## src/rtl/lcd_bus_receiver_if.sv

```systemverilog
`default_nettype none
// +----------------------------------------------------------------------+
// | lcd_bus_receiver_if                                                  |
// | HD44780 4-bit bus: RS + DB7..DB4 on LCD_D, enable strobe on LCD_E.   |
// | Rev 1.0                                                              |
// +----------------------------------------------------------------------+
interface lcd_bus_receiver_if;
  logic [4:0] LCD_D;
  logic       LCD_E;

  modport master (output LCD_D, output LCD_E);
  modport slave  (input  LCD_D, input  LCD_E);
endinterface
`default_nettype wire

```

## src/rtl/lcd_bus_receiver.sv

```systemverilog
`default_nettype none
// +----------------------------------------------------------------------+
// | lcd_bus_receiver                                                     |
// | HD44780 bus sniffer: nibble reassembly, mode tracking, DDRAM cursor. |
// | Optional gap checker: define LCD_RX_TIMING_CHECK_EN.                 |
// | Rev 1.0                                                              |
// +----------------------------------------------------------------------+
module lcd_bus_receiver #(
  parameter int FREQ        = 50000000,
  parameter int SYNC_STAGES = 2,
  parameter int T_EXEC_US   = 37,
  parameter int T_CLEAR_US  = 1520
) (
  input  wire logic            CLK,
  input  wire logic            RST_N,
  lcd_bus_receiver_if.slave    lcd,
  output logic [7:0]           byte_out,
  output logic                 byte_rs,
  output logic                 byte_valid,
  output logic                 mode4bit,
  output logic [6:0]           cursor_addr,
  output logic                 line,
  output logic                 rs_err,
  output logic                 timing_err
);

  localparam logic [20:0] c_EXEC_CYC  = 21'(64'(T_EXEC_US)  * 64'(FREQ) / 64'd1000000);
  localparam logic [20:0] c_CLEAR_CYC = 21'(64'(T_CLEAR_US) * 64'(FREQ) / 64'd1000000);

  typedef enum logic [1:0] {
    MODE8 = 2'd0,
    HIGH  = 2'd1,
    LOW   = 2'd2
  } state_t;

  logic [SYNC_STAGES-1:0]      r_eSync;
  logic [SYNC_STAGES-1:0][4:0] r_dSync;
  logic                        r_ePrev;
  logic [4:0]                  r_capD;
  state_t                      r_state, w_stateNext;
  logic [3:0]                  r_hiNib;
  logic                        r_hiRs;
  logic                        r_id, w_idNext;
  logic [6:0]                  r_addr, w_addrNext;
  logic                        w_eS, w_eFall, w_emit, w_rsErr, w_storeHigh, w_mode4Next, w_rs;
  logic [4:0]                  w_dS;
  logic [7:0]                  w_byte;

  assign w_eS    = r_eSync[SYNC_STAGES-1];
  assign w_dS    = r_dSync[SYNC_STAGES-1];
  assign w_eFall = !w_eS && r_ePrev;
  assign w_rs    = r_capD[4];

  always_ff @(posedge CLK or negedge RST_N) begin
    if (!RST_N) begin
      r_eSync <= '0;
      r_dSync <= '0;
      r_ePrev <= 1'b0;
      r_capD  <= '0;
    end else begin
      r_eSync <= {r_eSync[SYNC_STAGES-2:0], lcd.LCD_E};
      r_dSync <= {r_dSync[SYNC_STAGES-2:0], lcd.LCD_D};
      r_ePrev <= w_eS;
      // Keeps the bus value from the last cycle the synced strobe was high.
      if (w_eS)
        r_capD <= w_dS;
    end
  end

  always_ff @(posedge CLK or negedge RST_N) begin
    if (!RST_N) r_state <= MODE8;
    else        r_state <= w_stateNext;
  end

  always_comb begin
    w_stateNext = r_state;
    w_emit      = 1'b0;
    w_rsErr     = 1'b0;
    w_storeHigh = 1'b0;
    w_mode4Next = mode4bit;
    w_byte      = {r_capD[3:0], 4'h0};
    if (w_eFall) begin
      case (r_state)
        MODE8: begin
          w_emit = 1'b1;
          if (!r_capD[4] && r_capD[3:0] == 4'h2) begin
            w_stateNext = HIGH;
            w_mode4Next = 1'b1;
          end
        end
        HIGH: begin
          w_storeHigh = 1'b1;
          w_stateNext = LOW;
        end
        LOW: begin
          w_byte      = {r_hiNib, r_capD[3:0]};
          w_stateNext = HIGH;
          if (r_capD[4] == r_hiRs) begin
            w_emit = 1'b1;
            // Function set with DL=1 drops the controller back to 8-bit.
            if (!r_capD[4] && w_byte[7:5] == 3'b001 && w_byte[4]) begin
              w_stateNext = MODE8;
              w_mode4Next = 1'b0;
            end
          end else begin
            w_rsErr = 1'b1;
          end
        end
        default: w_stateNext = MODE8;
      endcase
    end
  end

  always_comb begin
    w_addrNext = r_addr;
    w_idNext   = r_id;
    if (w_emit) begin
      if (w_rs) begin
        // DDRAM is two 40-byte lines at 0x00-0x27 and 0x40-0x67.
        if (r_id)
          w_addrNext = (r_addr == 7'h27) ? 7'h40 : (r_addr == 7'h67) ? 7'h00 : r_addr + 7'd1;
        else
          w_addrNext = (r_addr == 7'h00) ? 7'h67 : (r_addr == 7'h40) ? 7'h27 : r_addr - 7'd1;
      end else if (w_byte == 8'h01) begin
        w_addrNext = 7'h00;
        w_idNext   = 1'b1;
      end else if (w_byte[7:1] == 7'b0000001) begin
        w_addrNext = 7'h00;
      end else if (w_byte[7:2] == 6'b000001) begin
        w_idNext = w_byte[1];
      end else if (w_byte[7]) begin
        w_addrNext = w_byte[6:0];
      end
    end
  end

  always_ff @(posedge CLK or negedge RST_N) begin
    if (!RST_N) begin
      byte_out   <= 8'h00;
      byte_rs    <= 1'b0;
      byte_valid <= 1'b0;
      mode4bit   <= 1'b0;
      rs_err     <= 1'b0;
      r_hiNib    <= 4'h0;
      r_hiRs     <= 1'b0;
      r_id       <= 1'b1;
      r_addr     <= 7'h00;
    end else begin
      byte_valid <= w_emit;
      rs_err     <= w_rsErr;
      mode4bit   <= w_mode4Next;
      r_id       <= w_idNext;
      r_addr     <= w_addrNext;
      if (w_emit) begin
        byte_out <= w_byte;
        byte_rs  <= w_rs;
      end
      if (w_storeHigh) begin
        r_hiNib <= r_capD[3:0];
        r_hiRs  <= r_capD[4];
      end
    end
  end

  assign cursor_addr = r_addr;
  assign line        = r_addr[6];

`ifdef LCD_RX_TIMING_CHECK_EN
  logic [20:0] r_gapCnt;
  logic        r_longGap;
  logic        r_timingErr;
  logic        w_eRise;
  logic [20:0] w_gapReq;

  assign w_eRise  = w_eS && !r_ePrev;
  assign w_gapReq = r_longGap ? c_CLEAR_CYC : c_EXEC_CYC;

  always_ff @(posedge CLK or negedge RST_N) begin
    if (!RST_N) begin
      // Starts saturated so the first byte after reset is never flagged.
      r_gapCnt    <= '1;
      r_longGap   <= 1'b0;
      r_timingErr <= 1'b0;
    end else begin
      if (w_emit) begin
        r_gapCnt  <= '0;
        r_longGap <= !w_rs && (w_byte == 8'h01 || w_byte == 8'h02 || w_byte == 8'h03);
      end else if (r_gapCnt != '1) begin
        r_gapCnt <= r_gapCnt + 21'd1;
      end
      if (w_eRise && (r_state == MODE8 || r_state == HIGH) && r_gapCnt < w_gapReq)
        r_timingErr <= 1'b1;
    end
  end

  assign timing_err = r_timingErr;
`else
  logic w_unusedTiming;
  assign w_unusedTiming = ^{c_EXEC_CYC, c_CLEAR_CYC};
  assign timing_err     = 1'b0;
`endif

endmodule
`default_nettype wire

```

## src/flat_wrapper.sv

```systemverilog
// flat-port wrapper written by rule: the top's interface ports become plain ports
module lcd_bus_receiver_flat 
#(
  parameter int FREQ        = 50000000,
  parameter int SYNC_STAGES = 2,
  parameter int T_EXEC_US   = 37,
  parameter int T_CLEAR_US  = 1520
)
  (CLK, RST_N, byte_out, byte_rs, byte_valid, mode4bit, cursor_addr, line, rs_err, timing_err, lcd_LCD_D, lcd_LCD_E);
  lcd_bus_receiver_if lcd_i ();
  input  wire logic CLK;
  input  wire logic RST_N;
  output logic [7:0] byte_out;
  output logic byte_rs;
  output logic byte_valid;
  output logic mode4bit;
  output logic [6:0] cursor_addr;
  output logic line;
  output logic rs_err;
  output logic timing_err;
  input wire logic [$bits(lcd_i.LCD_D)-1:0] lcd_LCD_D;
  input wire logic [$bits(lcd_i.LCD_E)-1:0] lcd_LCD_E;
  assign lcd_i.LCD_D = lcd_LCD_D;
  assign lcd_i.LCD_E = lcd_LCD_E;
  lcd_bus_receiver #(.FREQ(FREQ), .SYNC_STAGES(SYNC_STAGES), .T_EXEC_US(T_EXEC_US), .T_CLEAR_US(T_CLEAR_US)) u_core (.CLK(CLK), .RST_N(RST_N), .lcd(lcd_i), .byte_out(byte_out), .byte_rs(byte_rs), .byte_valid(byte_valid), .mode4bit(mode4bit), .cursor_addr(cursor_addr), .line(line), .rs_err(rs_err), .timing_err(timing_err));
endmodule
```

## config.mk

```make
export PLATFORM = sky130hd
export DESIGN_NAME = lcd_bus_receiver_flat
export DESIGN_NICKNAME = d
export VERILOG_FILES = /design/src/rtl/lcd_bus_receiver_if.sv /design/src/rtl/lcd_bus_receiver.sv /design/src/flat_wrapper.sv
export SDC_FILE = /design/constraint.sdc
export NUM_CORES = 1
export LEC_CHECK = 0
export BUFFER_PORTS_ARGS = -buffer_cell sky130_fd_sc_hd__buf_2
export CAP_MARGIN = 25
export CORE_UTILIZATION = 60
export CTS_CLUSTER_DIAMETER = 200
export DETAILED_ROUTE_END_ITERATION = 6
export GPL_TIMING_DRIVEN = 0
export PLACE_DENSITY = 0.83
export SLEW_MARGIN = 0
export SYNTH_ARGS = -nofsm -noshare
export SYNTH_HDL_FRONTEND = slang
export SYNTH_SLANG_ARGS = --single-unit
```

## constraint.sdc

```tcl
create_clock -name CLK -period 3 [get_ports CLK]
set_clock_uncertainty 0.05 [all_clocks]
set_input_delay 0.6 -clock CLK [delete_from_list [all_inputs] [get_ports CLK]]
set_output_delay 0.6 -clock CLK [all_outputs]
set_load 0.005 [all_outputs]
```

Word level (Yosys, flattened, before mapping):

Index checks and enable logic that the tools add are counted.

* eq/ne operators: 16
* muxes and demuxes: 31
* bitwise gates (word level): 1
* add/subtract/negate cells: 2
* reductions and logical operators: 15

Operators with widths (number)
* 7-bit two-way mux: 10
* 8-bit two-way mux: 2
* 7-bit equality test (second input constant): 2
* 1-bit two-way mux: 14
* 8-bit by 1-bit equality test with 1-bit output (second input constant): 1
* 2-bit by 1-bit inequality test with 1-bit output (second input constant): 4
* 7-bit by 1-bit adder with 7-bit output (second input constant): 1
* 7-bit by 1-bit equality test with 1-bit output (second input constant): 1
* 7-bit by 6-bit equality test with 1-bit output (second input constant): 1
* 7-bit zero test: 1
* 7-bit by 1-bit subtractor with 7-bit output (second input constant): 1
* 6-bit by 1-bit equality test with 1-bit output (second input constant): 1
* 2-bit one-hot mux with 3 select lines: 1
* 5-bit AND reduction: 1
* 4-bit by 2-bit equality test with 1-bit output (second input constant): 1
* 1-bit logical AND: 4
* 2-bit two-way mux: 2
* 4-bit by 1-bit inequality test with 1-bit output (second input constant): 1
* 1-bit one-hot mux with 2 select lines: 2
* 4-bit AND reduction: 1
* 2-bit nonzero test: 2
* 4-bit nonzero test: 1
* 3-bit by 1-bit equality test with 1-bit output (second input constant): 1
* 3-bit AND reduction: 1
* 7 further kinds: 8

* word-level logic and storage cells: 80
* bits in registers: 45
* output and inout port bits: 21

Longest topological paths before layout:

Gate-level depths: netlist of run 1.

* depth in word-level cells: 8
* mapped depth: 8
* gate-level depth less buffers: 7

Worst setup path after synthesis of run 1:

OpenSTA, ideal clock, no wires.

* path type: register to register
* start point: register u_core.r_eSync[1]
* end point: register u_core.r_addr[5], in the netlist u_core.cursor_addr[5]
* buffers on the path: 2
* cell stages (with the launch flop): 7
* arrival: 1.818 ns
* clock period less this slack: 1.997 ns
* required time: 2.821 ns
* setup time: 0.129 ns
* slack: 1.003 ns
* path through: dfrtp_1 buf_6 or3b_1 buf_6 a211o_1 a31o_4 o41a_1

* longest elaborated chain between the ends: 8

Ends and longest elaborated chain
* start, declared: RTL line lcd_bus_receiver.sv:36 `logic [SYNC_STAGES-1:0] r_eSync;`
* start signal, assigned: RTL line lcd_bus_receiver.sv:61 `r_eSync <= {r_eSync[SYNC_STAGES-2:0], lcd.LCD_E};`
* 1-bit zero test *: RTL line lcd_bus_receiver.sv:51 `assign w_eFall = !w_eS && r_ePrev;`
* 1-bit logical AND *: RTL line lcd_bus_receiver.sv:51
* branches (longest 6 deep; another with 8-bit two-way mux)
* end signal, assigned: RTL line lcd_bus_receiver.sv:153 `r_addr <= w_addrNext;`
* end, declared: RTL line lcd_bus_receiver.sv:44 `logic [6:0] r_addr, w_addrNext;`

Every way passes the cells marked *. The select of a mux whose other input is x is not followed.
A chain may end at the register's enable or synchronous reset.

Worst setup path in the final report of run 1:

* start point: register u_core.r_addr[0], in the netlist u_core.cursor_addr[0]
* end point: register u_core.r_addr[6], in the netlist u_core.cursor_addr[6]

* longest elaborated chain between the ends: 5

Ends and longest elaborated chain
* 7-bit by 1-bit subtractor with 7-bit output (tied with other cells): RTL line lcd_bus_receiver.sv:123 `w_addrNext = (r_addr == 7'h00) ? 7'h67 : (r_addr == 7'h40) ? 7'h27 : r_addr - 7'd1;`
* 7-bit two-way mux, on equally long branches (2 in series): RTL line lcd_bus_receiver.sv:123, lcd_bus_receiver.sv:121
* 7-bit two-way mux *: RTL line lcd_bus_receiver.sv:120 `if (r_id)`
* 7-bit two-way mux *: RTL line lcd_bus_receiver.sv:118 `if (w_rs) begin`

Every way passes the cells marked *; elsewhere a longest branch is shown, timed or not.

==> summary.txt, run 1 <==
Floorplan
  – Num rows: 21
  – Initial Utilization: 63.24%
  – Core ar.: 3363 um2
  – Die W: 61.54 um
  – Die H: 61.54 um
  – Full die area: 3787 um2
  – Number of I/O pins: 29

Final layout
  – Final instance area: 2426 um2
  – # nets final: 242
  – Synth-to-Final Area Change: 14.06%
  – Antenna cells: 0
  – Post-route insts no fill: 279
  – Layout cells sized above 1: 27.04%
  – Sequential cell area: 1127 um2
  – Most frequent cells in the layout: dfrtp_1, buf_2, nand2_1
  – Fillers: 283
  – Area used by multi-input combinational logic: 897.1 um2
  – Most common cell after layout, fill and taps aside: dfrtp_1

Global route
  – Largest net degree at the start of global routing: 46
  – First-pass GRT wire length: 6.223 mm
  – Gr usage total: 23.14%
  – Initial antenna violation count: 0
  – Vias in the first global route: 1381
  – Total gr overflow: 0

STA
  – Peak Freq: 0.4670 GHz
  – Setup TNS: 0 ns
  – Post-layout min period: 2.141 ns
  – Final number of setup-violating endpoints: 0
  – Slew Viols, Final: 0
  – Unrepaired setup endpoints after global routing: false
  – Worst-Margin Slew: 0.5905 ns
  – Final hold violations: 0
  – Relative slew slack: 60.50%
  – Final worst-path cycle share: 71.38%

Clocking
  – CTS max path bufs: 2
  – Cts hold-fix bufs: 0
  – H-tree lvl count: 2
  – Root Buffer: clkbuf_4
  – TritonCTS clock tree: built
  – Worst-path clk slew: 0.15 ns
  – Clock sink total: 45
  – CTS Buf Count: 5
  – Worst-skew pair later-pin latency: 0.37 ns
  – Setup Fix Bufs, Post-CTS: 0
  – Cts repair resizes: 0

Synthesis
  – Avg Synthesized Cell Area: 10.80 um2
  – Post-Syn Nets: 207
  – Synth Cell Area: 2127 um2
  – Cell variety after synth: 50
  – Mapped Cells: 197
  – Largest cells by area after synthesis: dfrtp_1, mux2_2, o21ai_0, nand2_1, nor2_1
  – Post-synth top flop: dfrtp_1
  – Post-synth ARST share: 100.0%
  – Synth warn: 0
  – Post-synthesis register bit count: 45
  – Largest area contributor in the netlist: dfrtp_1
  – Seq/Total Area, Yosys: 53.00%
  – Post-synth EDFFs: 0
  – Synth top area share: 51.76%

Place
  – RD Place Congestion: 0.8449
  – Area post-placement: 2320 um2
  – Dpl cells: 270
  – Detail Placement HPWL: 2.723 mm
  – PortBufs: 27

Critical path
  – Worst reg2reg path depth: 7
  – Setup crit end: u_core.cursor_addr[6]
  – CP required: 3.22 ns
  – CP max FO: 9
  – Worst Setup Start Kind: flip-flop
  – R2r startpoint: u_core.cursor_addr[0]
  – Worst EP arrival: 2.37 ns
  – Crit path launch: u_core.cursor_addr[0]
  – Setup CP Type: flip-flop to flip-flop
  – RR Endpoint: u_core.cursor_addr[6]
  – Worst Setup End Kind: flip-flop
  – R2r setup slk: 0.86 ns

Route
  – Via density: 5.674
  – DRT iter0 DRCs: 70
  – Post-route antenna net violation count: 0
  – DR WL/cell: 14.05 um
  – Drt pass-1 iters: 4
  – WL final: 3.920 mm
  – DR DRC count: 0
  – Via count: 1583

Power
  – Share of total power in combinational logic: 34.8%
  – Sw Pwr: 686.7 uW
  – Int Pwr: 1.256 mW
  – Sequential fraction of design power: 45.2%
  – Peak supply drop: 0.4994 mV
  – Cell Pwr Density: 800.6 nW/um2
  – Clk pwr share: 20.0%
  – Switching Fraction: 35.35%
  – LEAKAGE: 1.066 nW

Run
  – # Max-Cap Violations: 0

Worst hold path
  – Worst hold path class: primary input to asynchronous set/reset pin

Run status
  – Outcome: finished, final reports clean
[final cells by class]
| class | count | area share (%) |
|---|---|---|
| buffer | 15 | 3.610 |
| clock buffer | 5 | 1.547 |
| clock inverter | 3 | 2.011 |
| inverter | 4 | 0.6189 |
| multi-input combinational | 133 | 36.98 |
| sequential | 45 | 46.47 |
| tap | 46 | 2.372 |
| timing repair buffer | 28 | 6.395 |
[power groups by stage]
stage	sequential (mW)	clock, mW	combinational (mW)
6_report	0.878	0.389	0.675
5_1_grt	0.900	0.427	0.756
4_1_cts	0.875	0.400	0.673
3_5_place_dp	0.887	0	0.670
3_3_place_gp	0.879	0	0.653
2_1_floorplan	0.870	0	0.473
[worst min-delay path by stage]
stage                            startpoint                 end  slack [ns]
after floorplan                       RST_N  u_core.byte_out[0]        0.25
after global placement    u_core.r_eSync[0]   u_core.r_eSync[1]        0.28
after detailed placement  u_core.r_dSync[3]      u_core.w_dS[3]        0.29
after CTS                      lcd_LCD_D[0]   u_core.r_dSync[0]        0.26
after global routing                  RST_N  u_core.byte_out[1]        0.03
final                                 RST_N  u_core.byte_out[1]        0.03
[worst max-delay path, cell delays in order (launching register included)]
cell     delay (ns)
dfrtp_1        0.49
inv_1          0.09
ha_1           0.22
or4b_1         0.51
nor3_1         0.20
nor3_1         0.11
o22a_1         0.22
o22a_1         0.17
[cell families after synthesis]
| group | Yosys count | share of synthesized area, % |
|---|---|---|
| compound gates | 43 | 13.65 |
| simple gates | 68 | 17.59 |
| fa+ha+maj | 2 | 1.176 |
| other cells | 1 | 0.1763 |
| buf+inv | 19 | 4.823 |
| mux | 16 | 8.353 |
| xor+xnor | 3 | 1.236 |
| flops | 45 | 53.00 |
[metal layers]
metal  wire (um)  up-vias  track usage [%]
li1            -      769                -
met1        1872      766            31.86
met2        1818       42            36.56
met3         189        6            6.303
met4          40        0            6.032
met5           0        -                0
[synth_stat cells, types with 2 or more instances]
| cell | instances |
|---|---|
| dfrtp_1 | 44 |
| nand2_1 | 16 |
| mux2_2 | 14 |
| nor2_1 | 12 |
| o21ai_0 | 12 |
| clkbuf_1 | 9 |
| nor3_1 | 8 |
| a21oi_1 | 7 |
| nand2b_1 | 7 |
| a22oi_1 | 4 |
| inv_1 | 4 |
| nor4_1 | 4 |
| a31oi_1 | 3 |
| buf_6 | 3 |
| nand4_1 | 3 |
| a21o_1 | 2 |
| buf_4 | 2 |
| ha_1 | 2 |
| mux2i_1 | 2 |
| nand3_1 | 2 |
| nand4b_1 | 2 |
| nor2b_1 | 2 |
| o21ai_1 | 2 |
| o22a_1 | 2 |
| or2_2 | 2 |
| or3b_1 | 2 |
| xnor2_1 | 2 |
[per-stage QoR]
stage                     hold slack (ns)  utilization [%]  power (mW)  setup WS, ns
after floorplan                    0.2544                -       1.343         1.003
after global placement             0.2819            68.97       1.532        0.9005
after detailed placement           0.2895            68.97       1.557        0.8933
after CTS                          0.2643            71.54       1.948        0.8651
after global routing              0.03004            72.14       2.082        0.7236
final                             0.03112            72.14       1.942        0.8586
[sequential cells by signal, summed over array words and instances (netlist names), 2 cells and up]
name                cells
u_core.byte_out         8
u_core.cursor_addr      7
u_core.r_capD           5
u_core.r_dSync          5
u_core.w_dS             5
u_core.r_hiNib          4
u_core.r_eSync          2
u_core.r_state          2
Power figures use the tool's default switching activity.
==> run 2, diff against run 1 <==
--- a/config.mk
+++ b/config.mk
@@ -7,11 +7,11 @@
 export LEC_CHECK = 0
 export BUFFER_PORTS_ARGS = -buffer_cell sky130_fd_sc_hd__buf_2
 export CAP_MARGIN = 25
-export CORE_UTILIZATION = 60
+export CORE_UTILIZATION = 51
 export CTS_CLUSTER_DIAMETER = 200
 export DETAILED_ROUTE_END_ITERATION = 6
 export GPL_TIMING_DRIVEN = 0
-export PLACE_DENSITY = 0.83
+export PLACE_DENSITY = 0.75
 export SLEW_MARGIN = 0
 export SYNTH_ARGS = -nofsm -noshare
 export SYNTH_HDL_FRONTEND = slang
==> constraint.sdc (replaced) <==
create_clock -name CLK -period 1.8 [get_ports CLK]
set_clock_uncertainty 0.05 [all_clocks]
set_input_delay 0.36 -clock CLK [delete_from_list [all_inputs] [get_ports CLK]]
set_output_delay 0.36 -clock CLK [all_outputs]
set_load 0.005 [all_outputs]
==> run 2 against run 1 <==
The run now ends with setup timing left. Total power increased by 76%. Setup slack got worse by 1.0 ns. Critical path type unchanged. Non-clock buffer count increased by 6. Sequential power increased by 71%.
==> summary.txt, run 2 (synthesis gave the netlist of run 1 again) <==
STA
  – Unrepaired setup endpoints after global routing: true
  – Post-layout min period: 1.950 ns (-0.1911 ns)
  – Final worst-path cycle share: 108.3% (+37 points)
  – Relative slew slack: 60.53% (about the same)
  – Slew Viols, Final: 0 (unchanged)
  – Worst-Margin Slew: 0.5900 ns (-0.0005384 ns)
  – Peak Freq: 0.5128 GHz (+9.8%)
  – Final setup margin: -0.1502 ns (-1.009 ns)
  – Final hold violations: 0 (unchanged)
  – Setup TNS: -1.025 ns (-1.025 ns)
  – Final number of setup-violating endpoints: 10 (+10)

Power
  – Peak supply drop: 0.6999 mV (+40%)
  – Share of total power in combinational logic: 37.5% (+2.7 points)
  – Sequential fraction of design power: 44.0% (-1.2 points)
  – Power consumption: 3.411 mW (+76%)
  – Int Pwr: 2.186 mW (+74%)
  – Sw Pwr: 1.225 mW (+78%)
  – Clk pwr share: 18.5% (-1.5 points)
  – Switching Fraction: 35.91% (+0.56 points)
  – LEAKAGE: 1.112 nW (+4.3%)
  – Cell Pwr Density: 1333 nW/um2 (+66%)

Final layout
  – Largest Register: u_core.byte_out
  – Synth-to-Final Area Change: 20.35%
  – Layout cells sized above 1: 35.98% (+8.9 points)
  – Most frequent cells in the layout: dfrtp_1, buf_2, nand2_1
  – Max reg flops: 8 (unchanged)
  – Most common cell after layout, fill and taps aside: dfrtp_1
  – Antenna cells: 0 (unchanged)
  – # nets final: 248 (+2.5%)

Clocking
  – TritonCTS clock tree: built
  – Worst-skew pair later-pin latency: 0.30 ns (-0.07 ns)
  – CTS max path bufs: 2 (unchanged)
  – Root Buffer: clkbuf_8
  – Clock sink total: 45 (unchanged)
  – H-tree lvl count: 2 (unchanged)
  – CTS Buf Count: 5 (unchanged)
  – Worst-path clk slew: 0.09 ns (-0.06 ns)

Route
  – DR WL/cell: 14.64 um (+4.2%)
  – Via count: 1651 (+4.3%)
  – DRT iter0 DRCs: 193 (+180%)
  – WL final: 4.230 mm (+7.9%)
  – Drt pass-1 iters: 4 (unchanged)
  – Via density: 5.713 (+0.69%)
  – DR DRC count: 0 (unchanged)
  – Post-route antenna net violation count: 0 (unchanged)

Critical path
  – Worst Setup End Kind: flip-flop
  – Worst path max stage delay: 0.39 ns (-0.12 ns)
  – Most frequent CP cell: buf_6
  – Worst EP arrival: 2.10 ns (-0.27 ns)
  – Setup CP Type: flip-flop to flip-flop
  – CP required: 1.95 ns (-1.27 ns)
  – Crit-path cells: buf_6, or3b_1, buf_6, a211o_1, a31o_4, buf_6, o21ai_1, o21ai_1
  – Crit path launch: u_core.r_eSync[1]
  – CP max stage cell: dfrtp_1
  – R2r startpoint: u_core.r_eSync[1]
  – Cell family with most CP delay: compound AO/OA/AOI/OAI gates
  – Worst Setup Start Kind: flip-flop
  – CP max FO: 6 (-3)
  – CP Buf/Inv Count: 3 (+2)

Floorplan
  – Die W: 66.58 um (+8.2%)
  – Number of I/O pins: 29 (unchanged)
  – Die H: 66.58 um (+8.2%)
  – Num rows: 23 (+9.5%)
  – Initial Utilization: 53.17% (-10 points)
  – Core ar.: 4000 um2 (+19%)
  – Full die area: 4433 um2 (+17%)

Worst hold path
  – Worst hold path class: primary input to flip-flop
  – Hold path start: lcd_LCD_E

Global route
  – First-pass GRT wire length: 6.982 mm (+12%)
  – Total gr overflow: 0 (unchanged)
  – Largest net degree at the start of global routing: 46 (unchanged)
  – Initial antenna violation count: 0 (unchanged)
  – Gr usage total: 21.67% (-1.5 points)
  – Vias in the first global route: 1446 (+4.7%)

Run status
  – Failing checks: setup timing
  – Outcome: finished, violations left

Place
  – PortBufs: 27 (unchanged)
  – Detail Placement HPWL: 2.733 mm (+0.33%)
  – RD Place Congestion: 0.8497 (+0.57%)

Run
  – # Max-Cap Violations: 0 (unchanged)
==> run 2: changes by cell type in the layout (fill, tap and decap cells not counted), moves of 3 or more <==
| cell | before | now |
|---|---|---|
| buf_4 | 2 | 9 |
| o21ai_1 | 2 | 5 |
| o21ai_0 | 12 | 7 |
| dfrtp_2 | 0 | 3 |
| clkbuf_4 | 5 | 1 |
| clkbuf_1 | 9 | 5 |
| clkbuf_8 | 0 | 5 |
| dfrtp_1 | 44 | 41 |
==> run 2: layout make-up <==
cell class	instances	area, um2
plain buffers	12	81.33
clock buffers	6	72.57
clock inverters	2	15.01
fillers	317	1440
inverters	4	15.01
multi-input cells	133	959.7
flip-flops and latches	45	1131
well taps	50	62.56
repair buffers	37	222.7
==> run 2: final timing paths <==
check	end	cells after the start	slack [ns]
worst min-delay path	u_core.r_eSync[0]	1	0.11
min in group asynchronous	u_core.cursor_addr[3]	2	0.41
worst max register to register	u_core.cursor_addr[2]	8	-0.15
max in group asynchronous	u_core.r_state[1]	3	0.82
worst max-delay path	u_core.cursor_addr[2]	8	-0.15
worst min register to register	u_core.r_eSync[1]	0	0.31
==> run 2: metal layers <==
metal | wire (um) | GRT usage, % | vias up
met5 | 0 | 0 | -
met4 | 97 | 7.979 | 0
met3 | 165 | 4.623 | 12
met2 | 2021 | 33.08 | 49
met1 | 1945 | 30.14 | 803
li1 | - | - | 787
==> run 2: repair_timing <==
item / 4_1_cts / 5_1_grt
setup buffers: 6 / 1
pin swaps: 3 / 3
setup endpoints to repair: 10 / 21
gates resized for setup: 6 / 8
cloned: 1 / 0
endpoints found under the hold margin: 0 / 9
hold buffers: 0 / 1
==> run 2: power by group through the flow <==
stage               registers, mW  clock network [mW]  logic [mW]
floorplan                    1.46                   0       0.848
finish                       1.50               0.629        1.28
global route                 1.54               0.671        1.43
CTS                          1.49               0.636        1.24
detailed placement           1.48                   0        1.18
global placement             1.48                   0        1.16
==> run 2: metrics by stage <==
stage | cells | instance area (um2) | utilization, % | hold slack (ns) | setup WS, ns
floorplan | 197 | 2151 | - | 0.01441 | -0.1683
global placement | 274 | 2349 | 58.71 | 0.2823 | -0.3015
detailed placement | 274 | 2349 | 58.71 | 0.2905 | -0.2976
CTS | 287 | 2497 | 62.43 | 0.1076 | -0.1480
global route | 289 | 2560 | 64.00 | 0.09865 | -0.2391
finish | 289 | 2560 | 64.00 | 0.1133 | -0.1502
==> run 3, diff against run 2 <==
--- a/config.mk
+++ b/config.mk
@@ -7,11 +7,11 @@
 export LEC_CHECK = 0
 export BUFFER_PORTS_ARGS = -buffer_cell sky130_fd_sc_hd__buf_2
 export CAP_MARGIN = 25
-export CORE_UTILIZATION = 51
+export CORE_UTILIZATION = 60
 export CTS_CLUSTER_DIAMETER = 200
 export DETAILED_ROUTE_END_ITERATION = 6
 export GPL_TIMING_DRIVEN = 0
-export PLACE_DENSITY = 0.75
+export PLACE_DENSITY = 0.83
 export SLEW_MARGIN = 0
 export SYNTH_ARGS = -nofsm -noshare
 export SYNTH_HDL_FRONTEND = slang
==> constraint.sdc (replaced) <==
create_clock -name CLK -period 2.45 [get_ports CLK]
set_clock_uncertainty 0.05 [all_clocks]
set_input_delay 0.49 -clock CLK [delete_from_list [all_inputs] [get_ports CLK]]
set_output_delay 0.49 -clock CLK [all_outputs]
set_load 0.005 [all_outputs]
==> run 3 against run 2 <==
The run now ends clean. Wire length is 6.3% lower. Largest power group unchanged. Core utilization is 8.4 points higher. Combinational power is 35% lower. Via count is 3.9% lower. Setup slack better by 0.45 ns. Register-to-register slack better by 0.45 ns. Clock-buffer cell count is 1 lower. Sequential power is 28% lower. Global-route usage is 1.5 points higher.
==> summary.txt, run 3 (synthesis gave the netlist of run 1 again) <==
Floorplan
  – Num rows: 21 (-8.7%)
  – Core ar.: 3363 um2 (-16%)
  – Initial Utilization: 63.24% (+10 points)
  – Full die area: 3787 um2 (-15%)
  – Die H: 61.54 um (-7.6%)
  – Number of I/O pins: 29 (unchanged)
  – Die W: 61.54 um (-7.6%)

STA
  – Worst-Margin Slew: 0.5906 ns (+0.0006498 ns)
  – Unrepaired setup endpoints after global routing: false
  – Post-layout min period: 2.146 ns (+0.1958 ns)
  – Peak Freq: 0.4660 GHz (-9.1%)
  – Relative slew slack: 60.49% (about the same)
  – Setup TNS: 0 ns (+1.025 ns)
  – Final worst-path cycle share: 87.59% (-21 points)
  – Slew Viols, Final: 0 (unchanged)
  – Final setup margin: 0.3040 ns (+0.4542 ns)
  – Final hold violations: 0 (unchanged)
  – Final number of setup-violating endpoints: 0 (-10)

Route
  – Post-route antenna net violation count: 0 (unchanged)
  – DRT iter0 DRCs: 77 (-60%)
  – WL final: 3.962 mm (-6.3%)
  – DR WL/cell: 14.15 um (-3.3%)
  – Via count: 1587 (-3.9%)
  – Via density: 5.668 (-0.79%)
  – DR DRC count: 0 (unchanged)
  – Drt pass-1 iters: 4 (unchanged)

Clocking
  – TritonCTS clock tree: built
  – CTS Buf Count: 5 (unchanged)
  – Worst-path clk slew: 0.14 ns (+0.05 ns)
  – Worst-skew pair later-pin latency: 0.37 ns (+0.07 ns)
  – Root Buffer: clkbuf_4
  – Clock sink total: 45 (unchanged)
  – Setup Fix Bufs, Post-CTS: 0 (-6)
  – CTS max path bufs: 2 (unchanged)
  – H-tree lvl count: 2 (unchanged)

Power
  – LEAKAGE: 1.070 nW (-3.7%)
  – Sw Pwr: 841.7 uW (-31%)
  – Int Pwr: 1.539 mW (-30%)
  – Switching Fraction: 35.36% (-0.55 points)
  – Peak supply drop: 0.6100 mV (-13%)
  – Share of total power in combinational logic: 34.8% (-2.7 points)
  – Sequential fraction of design power: 45.2% (+1.2 points)
  – Clk pwr share: 20.0% (+1.5 points)
  – Cell Pwr Density: 977.1 nW/um2 (-27%)

Global route
  – Largest net degree at the start of global routing: 46 (unchanged)
  – Initial antenna violation count: 0 (unchanged)
  – Vias in the first global route: 1381 (-4.5%)
  – First-pass GRT wire length: 6.223 mm (-11%)
  – Gr usage total: 23.14% (+1.5 points)
  – Total gr overflow: 0 (unchanged)

Critical path
  – Worst EP arrival: 2.37 ns (+0.27 ns)
  – Setup CP Type: flip-flop to flip-flop
  – Worst Setup Start Kind: flip-flop
  – CP max FO: 9 (+3)
  – CP required: 2.67 ns (+0.72 ns)
  – Worst reg2reg path depth: 7 (-1)
  – Worst Setup End Kind: flip-flop

Worst hold path
  – Hold Path Cell Cnt: 1 (unchanged)
  – Worst hold path class: primary input to flip-flop

Place
  – Detail Placement HPWL: 2.723 mm (-0.33%)
  – RD Place Congestion: 0.8449 (-0.56%)
  – PortBufs: 27 (unchanged)
  – Pre-CTS setup slack: 0.3433 ns (+0.6408 ns)

Final layout
  – Max reg flops: 8 (unchanged)
  – Synth-to-Final Area Change: 14.53%
  – Most frequent cells in the layout: dfrtp_1, buf_2, nand2_1
  – # nets final: 243 (-2.0%)
  – Layout cells sized above 1: 26.92% (-9.1 points)
  – Most common cell after layout, fill and taps aside: dfrtp_1
  – Antenna cells: 0 (unchanged)
  – Largest Register: u_core.byte_out

Run status
  – Outcome: finished, final reports clean

Run
  – # Max-Cap Violations: 0 (unchanged)
[run 3: changes by cell type in the layout (fill, tap and decap cells not counted), moves of 3 or more]
| cell | change |
|---|---|
| clkbuf_4 | +4 |
| dfrtp_2 | -3 |
| o21ai_0 | +5 |
| buf_4 | -7 |
| dfrtp_1 | +3 |
| clkbuf_1 | +4 |
| o21ai_1 | -3 |
| clkbuf_8 | -5 |
[run 3: final cells by class]
class | count | area (um2)
sequential | 45 | 1127
fill | 282 | 927.1
multi-input combinational | 133 | 897.1
timing repair buffer | 29 | 165.2
buffer | 15 | 87.58
tap | 46 | 57.56
clock inverter | 3 | 48.80
clock buffer | 5 | 37.54
inverter | 4 | 15.01
[run 3: power groups by stage]
stage          Sequential, mW  Clock (mW)  Combinational [mW]
3_5_place_dp             1.09           0               0.820
6_report                 1.08       0.476               0.829
4_1_cts                  1.07       0.490               0.824
2_1_floorplan            1.06           0               0.579
3_3_place_gp             1.08           0               0.800
5_1_grt                  1.10       0.523               0.927
[run 3: path summary, 6_finish.rpt]
path	start	end	slack [ns]
min in group asynchronous	RST_N	u_core.byte_out[1]	0.45
max in group asynchronous	RST_N	u_core.r_id	1.35
worst max-delay path	u_core.cursor_addr[0]	u_core.cursor_addr[6]	0.30
worst max register to register	u_core.cursor_addr[0]	u_core.cursor_addr[6]	0.30
worst min-delay path	lcd_LCD_D[0]	u_core.r_dSync[0]	0.17
worst min register to register	u_core.r_dSync[3]	u_core.w_dS[3]	0.32
[run 3: repair_timing]
action | CTS | global route
hold buffers | 0 | 1
endpoints found under the hold margin | 0 | 12
resized for setup | 0 | 0
[run 3: routing by layer]
| layer | global-route usage (%) | wire [um] | vias to the layer above | part of all wire [%] |
|---|---|---|---|---|
| li1 | - | - | 773 | - |
| met1 | 31.86 | 1877 | 766 | 47 |
| met2 | 36.56 | 1838 | 42 | 46 |
| met3 | 6.303 | 206 | 6 | 5.2 |
| met4 | 6.032 | 40 | 0 | 1.0 |
| met5 | 0 | 0 | - | 0 |
[run 3: stage by stage]
step / power (mW) / util [%] / hold WS, ns / area, um2 / std cells
final: 2.380 / 72.43 / 0.1664 / 2436 / 280
after global routing: 2.551 / 72.43 / 0.1319 / 2436 / 280
after CTS: 2.385 / 71.54 / 0.1543 / 2406 / 278
after detailed placement: 1.906 / 68.97 / 0.2895 / 2320 / 270
after global placement: 1.876 / 68.97 / 0.2819 / 2320 / 270
after floorplan: 1.644 / - / 0.1444 / 2127 / 197
[run 3: critical path: stages (launching register included)]
cell     delay, ns
dfrtp_1       0.49
inv_1         0.09
ha_1          0.22
or4b_1        0.51
nor3_1        0.20
nor3_1        0.11
o22a_1        0.22
o22a_1        0.17
